==> src/rtl/prbs_word_engine.sv <==
// W-bit-per-clock PRBS engine: word generator with seed load, plus a
// self-synchronising checker with lock FSM and saturating error counter.
module prbs_word_engine #(
   parameter int W        = 12,
   parameter int LOCK_CNT = 4,
   parameter int ERR_THR  = 3,
   parameter int CW       = 16
) (
   input  logic          CLK,
   input  logic          RST,
   input  logic          MODE,
   input  logic [2:0]    POLY,
   input  logic          SEED_LD,
   input  logic [W-1:0]  SEED,
   input  logic          EN,
   input  logic [W-1:0]  DIN,
   input  logic          DIN_VLD,
   input  logic          CNT_CLR,
   output logic [W-1:0]  DOUT,
   output logic          DOUT_VLD,
   output logic          LOCKED,
   output logic          ERR_PULSE,
   output logic [CW-1:0] ERR_CNT,
   output logic          CFG_ERR
);

   // Scratch width wide enough to reach the highest tap (x^31) for any W.
   localparam int WX  = (W > 31) ? W : 31;
   localparam int MW  = $clog2(LOCK_CNT + 1);
   localparam int XW  = $clog2(ERR_THR + 1);

   typedef enum logic [1:0] {ST_SEED, ST_SYNC, ST_LOCKED} state_t;

   // W single-bit LFSR steps: shift left, new LSB = win[N-1] ^ win[M-1].
   function automatic logic [W-1:0] advance(input logic [W-1:0] s, input logic [2:0] p);
      logic [WX-1:0] t;
      logic          fb;
      t = WX'(s);
      for (int i = 0; i < W; i++) begin
         case (p)
            3'd0:    fb = t[6]  ^ t[5];
            3'd1:    fb = t[8]  ^ t[4];
            3'd2:    fb = t[14] ^ t[13];
            3'd3:    fb = t[22] ^ t[17];
            3'd4:    fb = t[30] ^ t[27];
            default: fb = 1'b0;
         endcase
         t = {t[WX-2:0], fb};
      end
      return t[W-1:0];
   endfunction

   logic [W-1:0]  win_q, win_d, dout_q, dout_d, pred_q, pred_d;
   logic          dout_vld_q, dout_vld_d, err_pulse_q, err_pulse_d;
   logic [MW-1:0] matches_q, matches_d, matches_inc;
   logic [XW-1:0] misses_q, misses_d, misses_inc;
   logic [CW-1:0] err_cnt_q, err_cnt_d;
   state_t        state_q, state_d;
   logic [WX-1:0] ord_mask;
   logic          ord_ok, cfg_err, seed_zero, din_zero, err_inc;
   logic [W-1:0]  gen_adv, din_adv, pred_adv;

   // Polynomial decode: low-N-bit mask for zero detection and order legality.
   always_comb begin
      ord_mask = '0;
      ord_ok   = 1'b0;
      case (POLY)
         3'd0: begin ord_mask = WX'(64'h7F);       ord_ok = (W >= 7);  end
         3'd1: begin ord_mask = WX'(64'h1FF);      ord_ok = (W >= 9);  end
         3'd2: begin ord_mask = WX'(64'h7FFF);     ord_ok = (W >= 15); end
         3'd3: begin ord_mask = WX'(64'h7FFFFF);   ord_ok = (W >= 23); end
         3'd4: begin ord_mask = WX'(64'h7FFFFFFF); ord_ok = (W >= 31); end
         default: begin ord_mask = '0;             ord_ok = 1'b0;      end
      endcase
      cfg_err   = ~ord_ok;
      seed_zero = ((WX'(SEED) & ord_mask) == '0);
      din_zero  = ((WX'(DIN) & ord_mask) == '0);
      gen_adv   = advance(win_q, POLY);
      din_adv   = advance(DIN, POLY);
      pred_adv  = advance(pred_q, POLY);
   end

   // Generator next state: seed load wins over advance; DOUT holds when idle.
   always_comb begin
      win_d      = win_q;
      dout_d     = dout_q;
      dout_vld_d = 1'b0;
      if (!MODE) begin
         if (SEED_LD) begin
            win_d = seed_zero ? '1 : SEED;
         end else if (EN && !cfg_err) begin
            win_d      = gen_adv;
            dout_d     = gen_adv;
            dout_vld_d = 1'b1;
         end
      end
   end

   // Checker FSM: seed from line, confirm LOCK_CNT matches, then free-run prediction.
   always_comb begin
      state_d     = state_q;
      pred_d      = pred_q;
      matches_d   = matches_q;
      misses_d    = misses_q;
      err_pulse_d = 1'b0;
      err_inc     = 1'b0;
      matches_inc = matches_q + MW'(1);
      misses_inc  = misses_q + XW'(1);
      if (!MODE || cfg_err || SEED_LD) begin
         state_d   = ST_SEED;
         matches_d = '0;
         misses_d  = '0;
      end else if (DIN_VLD) begin
         case (state_q)
            ST_SEED: begin
               if (!din_zero) begin
                  pred_d    = din_adv;
                  matches_d = '0;
                  state_d   = ST_SYNC;
               end
            end
            ST_SYNC: begin
               if (DIN == pred_q) begin
                  pred_d    = din_adv;
                  matches_d = matches_inc;
                  if (matches_inc == MW'(LOCK_CNT)) begin
                     state_d  = ST_LOCKED;
                     misses_d = '0;
                  end
               end else if (!din_zero) begin
                  pred_d    = din_adv;
                  matches_d = '0;
               end else begin
                  state_d   = ST_SEED;
                  matches_d = '0;
               end
            end
            ST_LOCKED: begin
               // Prediction runs from itself so a corrupted word cannot poison it.
               pred_d = pred_adv;
               if (DIN != pred_q) begin
                  err_pulse_d = 1'b1;
                  err_inc     = 1'b1;
                  misses_d    = misses_inc;
                  if (misses_inc == XW'(ERR_THR)) begin
                     state_d  = ST_SEED;
                     misses_d = '0;
                  end
               end else begin
                  misses_d = '0;
               end
            end
            default: state_d = ST_SEED;
         endcase
      end
   end

   // Error counter: clear beats a coincident increment; saturates at all-ones.
   always_comb begin
      err_cnt_d = err_cnt_q;
      if (CNT_CLR) begin
         err_cnt_d = '0;
      end else if (err_inc && (err_cnt_q != '1)) begin
         err_cnt_d = err_cnt_q + CW'(1);
      end
   end

   // State registers with asynchronous reset.
   always_ff @(posedge CLK or posedge RST) begin
      if (RST) begin
         win_q       <= '1;
         dout_q      <= '0;
         dout_vld_q  <= 1'b0;
         pred_q      <= '0;
         matches_q   <= '0;
         misses_q    <= '0;
         err_pulse_q <= 1'b0;
         err_cnt_q   <= '0;
         state_q     <= ST_SEED;
      end else begin
         win_q       <= win_d;
         dout_q      <= dout_d;
         dout_vld_q  <= dout_vld_d;
         pred_q      <= pred_d;
         matches_q   <= matches_d;
         misses_q    <= misses_d;
         err_pulse_q <= err_pulse_d;
         err_cnt_q   <= err_cnt_d;
         state_q     <= state_d;
      end
   end

   assign DOUT      = dout_q;
   assign DOUT_VLD  = dout_vld_q & ~cfg_err;
   assign LOCKED    = (state_q == ST_LOCKED) & ~cfg_err;
   assign ERR_PULSE = err_pulse_q & ~cfg_err;
   assign ERR_CNT   = err_cnt_q;
   assign CFG_ERR   = cfg_err;

endmodule
==> config.mk <==
export PLATFORM = sky130hd
export DESIGN_NAME = prbs_word_engine
export DESIGN_NICKNAME = d
export VERILOG_FILES = /design/src/rtl/prbs_word_engine.sv
export SDC_FILE = /design/constraint.sdc
export NUM_CORES = 1
export LEC_CHECK = 0
export BUFFER_PORTS_ARGS = -buffer_cell sky130_fd_sc_hd__buf_2
export CORE_ASPECT_RATIO = 0.9
export CORE_MARGIN = 5
export CORE_UTILIZATION = 25
export CTS_BUF_LIST = sky130_fd_sc_hd__clkbuf_8
export CTS_CLUSTER_SIZE = 40
export DETAILED_ROUTE_END_ITERATION = 10
export HOLD_SLACK_MARGIN = 0.02
export PLACE_DENSITY = 0.49
export SETUP_SLACK_MARGIN = 0.02
export SYNTH_ARGS = -nofsm -noshare
export SYNTH_HDL_FRONTEND = slang
export SYNTH_SLANG_ARGS = --single-unit
==> constraint.sdc <==
create_clock -name CLK -period 4.05 [get_ports CLK]
set_input_delay 0.405 -clock CLK [delete_from_list [all_inputs] [get_ports CLK]]
set_output_delay 0.405 -clock CLK [all_outputs]
set_load 0.01 [all_outputs]
==> impl_metrics.csv <==
group,metric,value,unit
clocking,clk_pin_slew,0.08,ns
final_layout,fin_nets,661,
route,drtPass1Iterations,5,
power,p_leak,2.476,nW
grt,grt_pass1_wl,26810,µm
grt,grt_start_max_net_pins,33,
floorplan,die_w,162.0,µm
run,max_cap_violations,0,
logic_synthesis,synth-edff-count,0,
sta,slew_headroom,41.64,%
final_layout,syn_to_final_growth,12.49,%
logic_synthesis,ys_warn_count,0,
sta,setup_viol,0,
sta,fin_skew,0.01242,ns
clocking,h-tree-depth,3,
power,peakVddDrop,0.2290,mV
setup_path,critical_path.max_fanout,12,
power,powerDensity,345.5,nW/µm²
floorplan,std_cell_rows,50,
placed_design,dp_hpwl,12410,µm
clocking,cts_hold_buf,0,
clocking,cts_tree,"built",
floorplan,start_util,25.18,%
route,drtIter0Drc,322,
logic_synthesis,syn_inst,589,
floorplan,pin_count,66,
setup_path,end_kind,"flop",
route,wl,16450,µm
status,status,"finished, final reports clean",
grt,track_usage,14.14,%
route,route.detailed.vias_per_inst,5.058,
grt,grt_pass1_vias,4576,
logic_synthesis,synth_seq_cells,61,
logic_synthesis,async_flop_share,100.0,%
logic_synthesis,ys_top_cells_by_area,"dfrtp_1 (24%), xor2_1 (10%), xnor2_1 (6.7%)",
logic_synthesis,synth_top_flop_cell,"dfrtp_1",
grt,antenna_found_initial,1,
route,route.detailed.drc,0,
sta,fin_crit,2.654,ns
sta,fin_crit_sh,65.54,%
setup_path,cp.arrival,2.88,ns
clocking,clockRootBuffer,"clkbuf_8",
clocking,clock_sinks,61,
placed_design,port-buffer-count,65,
worst_hold_path,hold_path_class,"input port to async pin",
final_layout,nFillCells,2225,
final_layout,final_cell_mix,"buf_2 (65), xor2_1 (62), nand2_1 (52)",
sta,finalSetupTns,0,ns
clocking,clock_latency,0.35,ns
floorplan,die_height,146.8,µm
setup_path,cp.required,4.28,ns
placed_design,place_area,5637,µm²
sta,finalHoldViolCount,0,
route,ant_nets,0,
floorplan,dieArea,23780,µm²
final_layout,fin_area,5847,µm²
route,via_count,4476,
clocking,cts_setup_buffers,0,
sta,timing.fmax,376.8,MHz
final_layout,stdcell_count,885,
clocking,cts.repair.resized,0,
logic_synthesis,synth_fp_nets,631,
logic_synthesis,ys_seq_area_share,29.66,%
placed_design,globalplace.congestion,0.9007,
logic_synthesis,syn_area,5197,µm²
sta,worst_slew_pin_slew,0.8695,ns
clocking,numCtsBuffers,9,
logic_synthesis,synth_top_area_cell,"dfrtp_1",
setup_path,critPathKind,"flop to flop",
sta,rsz0062_at_grt,"false",
final_layout,final_layout_size_suffix_gt1_share,22.28,%
logic_synthesis,syn_avg_cell_area,8.824,µm²
placed_design,dp.cells,868,
route,wl_per_cell,18.58,µm
logic_synthesis,synth_top_area_share,23.59,%
final_layout,layout_commonest_cell,"buf_2",
logic_synthesis,yosysUniqueCellTypes,80,
floorplan,core,20640,µm²
setup_path,worst_setup_path_start_kind,"flop",
sta,drv_slew,0,
clocking,cts_buffer_depth,2,
grt,grt-ovfl-total,0,
[synth_stat cells, drive strengths merged, types with 3 or more instances]
| cell type | count |
|---|---|
| a211oi | 10 |
| a21boi | 5 |
| a21oi | 15 |
| a221oi | 5 |
| a22o | 3 |
| a22oi | 7 |
| a31oi | 4 |
| and2 | 5 |
| and3 | 10 |
| buf | 35 |
| clkbuf | 19 |
| dfrtp | 49 |
| dfstp | 12 |
| ha | 8 |
| inv | 11 |
| mux2 | 9 |
| mux2i | 12 |
| nand2 | 53 |
| nand2b | 8 |
| nand3 | 9 |
| nand4 | 7 |
| nand4b | 5 |
| nor2 | 50 |
| nor2b | 8 |
| nor3 | 11 |
| nor3b | 5 |
| nor4 | 8 |
| nor4b | 4 |
| o211ai | 7 |
| o21a | 5 |
| o21ai | 34 |
| o221ai | 5 |
| o22ai | 16 |
| xnor2 | 40 |
| xor2 | 62 |
[logic make-up (layout without fill, tap and decap cells)]
family | after synthesis | in the layout | synth area share, %
mux | 21 | 21 | 4.261
fa+ha+maj | 8 | 8 | 1.926
simple gates | 192 | 192 | 20.90
flops | 61 | 61 | 29.66
xor+xnor | 104 | 104 | 18.08
other cells | 0 | 1 | 0
buf+inv | 65 | 100 | 6.018
compound gates | 138 | 138 | 19.16
[layer usage]
layer | part of all wire [%] | track usage, % | vias up
li1 | - | - | 2150
met1 | 49 | 20.16 | 2176
met2 | 44 | 21.69 | 125
met3 | 4.3 | 2.833 | 25
met4 | 2.2 | 4.059 | 0
met5 | 0 | 0 | -
[registers in the layout, summed over array words and instances (netlist names)]
signal       count
ERR_CNT         16
pred_q          12
win_q           12
state_q          2
err_pulse_q      1
misses_q         2
dout_vld_q       1
matches_q        3
DOUT            12
[worst paths after layout]
path,start,to,slack (ns),depth (start not counted)
min in group CLK,SEED[7],win_q[7]$_DFFE_PP1P_,0.36,3
setup / recovery,pred_q[8]$_DFFE_PP0P_,pred_q[4]$_DFFE_PP0P_,1.40,6
max in group asynchronous,RST,win_q[1]$_DFFE_PP1P_,2.92,3
hold / removal,RST,ERR_CNT[13]$_DFFE_PP0P_,0.19,2
hold reg to reg,win_q[10]$_DFFE_PP1P_,win_q[10]$_DFFE_PP1P_,0.50,2
setup reg to reg,pred_q[8]$_DFFE_PP0P_,pred_q[4]$_DFFE_PP0P_,1.40,6
[metrics by stage]
step	setup WS [ns]	hold WS (ns)	utilization [%]	total power [mW]
after floorplan	1.926	0.4661	-	1.286
after global placement	1.262	0.4776	27.30	1.449
after detailed placement	1.228	0.4756	27.30	1.446
after CTS	1.402	0.1827	28.31	2.046
after global routing	1.288	0.2417	28.32	2.155
final	1.396	0.1855	28.32	2.020
[worst max-delay path, stage by stage, from the launching register on]
cell,delay [ns]
dfrtp_1,0.54
xor2_1,0.26
nor4_4,0.53
nand3_1,0.19
a311o_1,0.57
a221oi_1,0.34
o21ai_1,0.10
[layout make-up]
cell class / instances / area (µm²) / area share [%]
multi-input cells: 463 / 3343 / 57.18
flip-flops and latches: 61 / 1541 / 26.36
repair buffers: 73 / 385.4 / 6.591
well taps: 260 / 325.3 / 5.564
clock buffers: 10 / 137.6 / 2.354
clock inverters: 6 / 70.07 / 1.198
inverters: 11 / 41.29 / 0.7062
diodes: 1 / 2.502 / 0.04280
[report_power, final]
part	switching (mW)	internal (mW)
clock network	0.274	0.305
registers	0.112	0.692
logic	0.358	0.279
No activity file was read; power rests on OpenSTA's default activity.
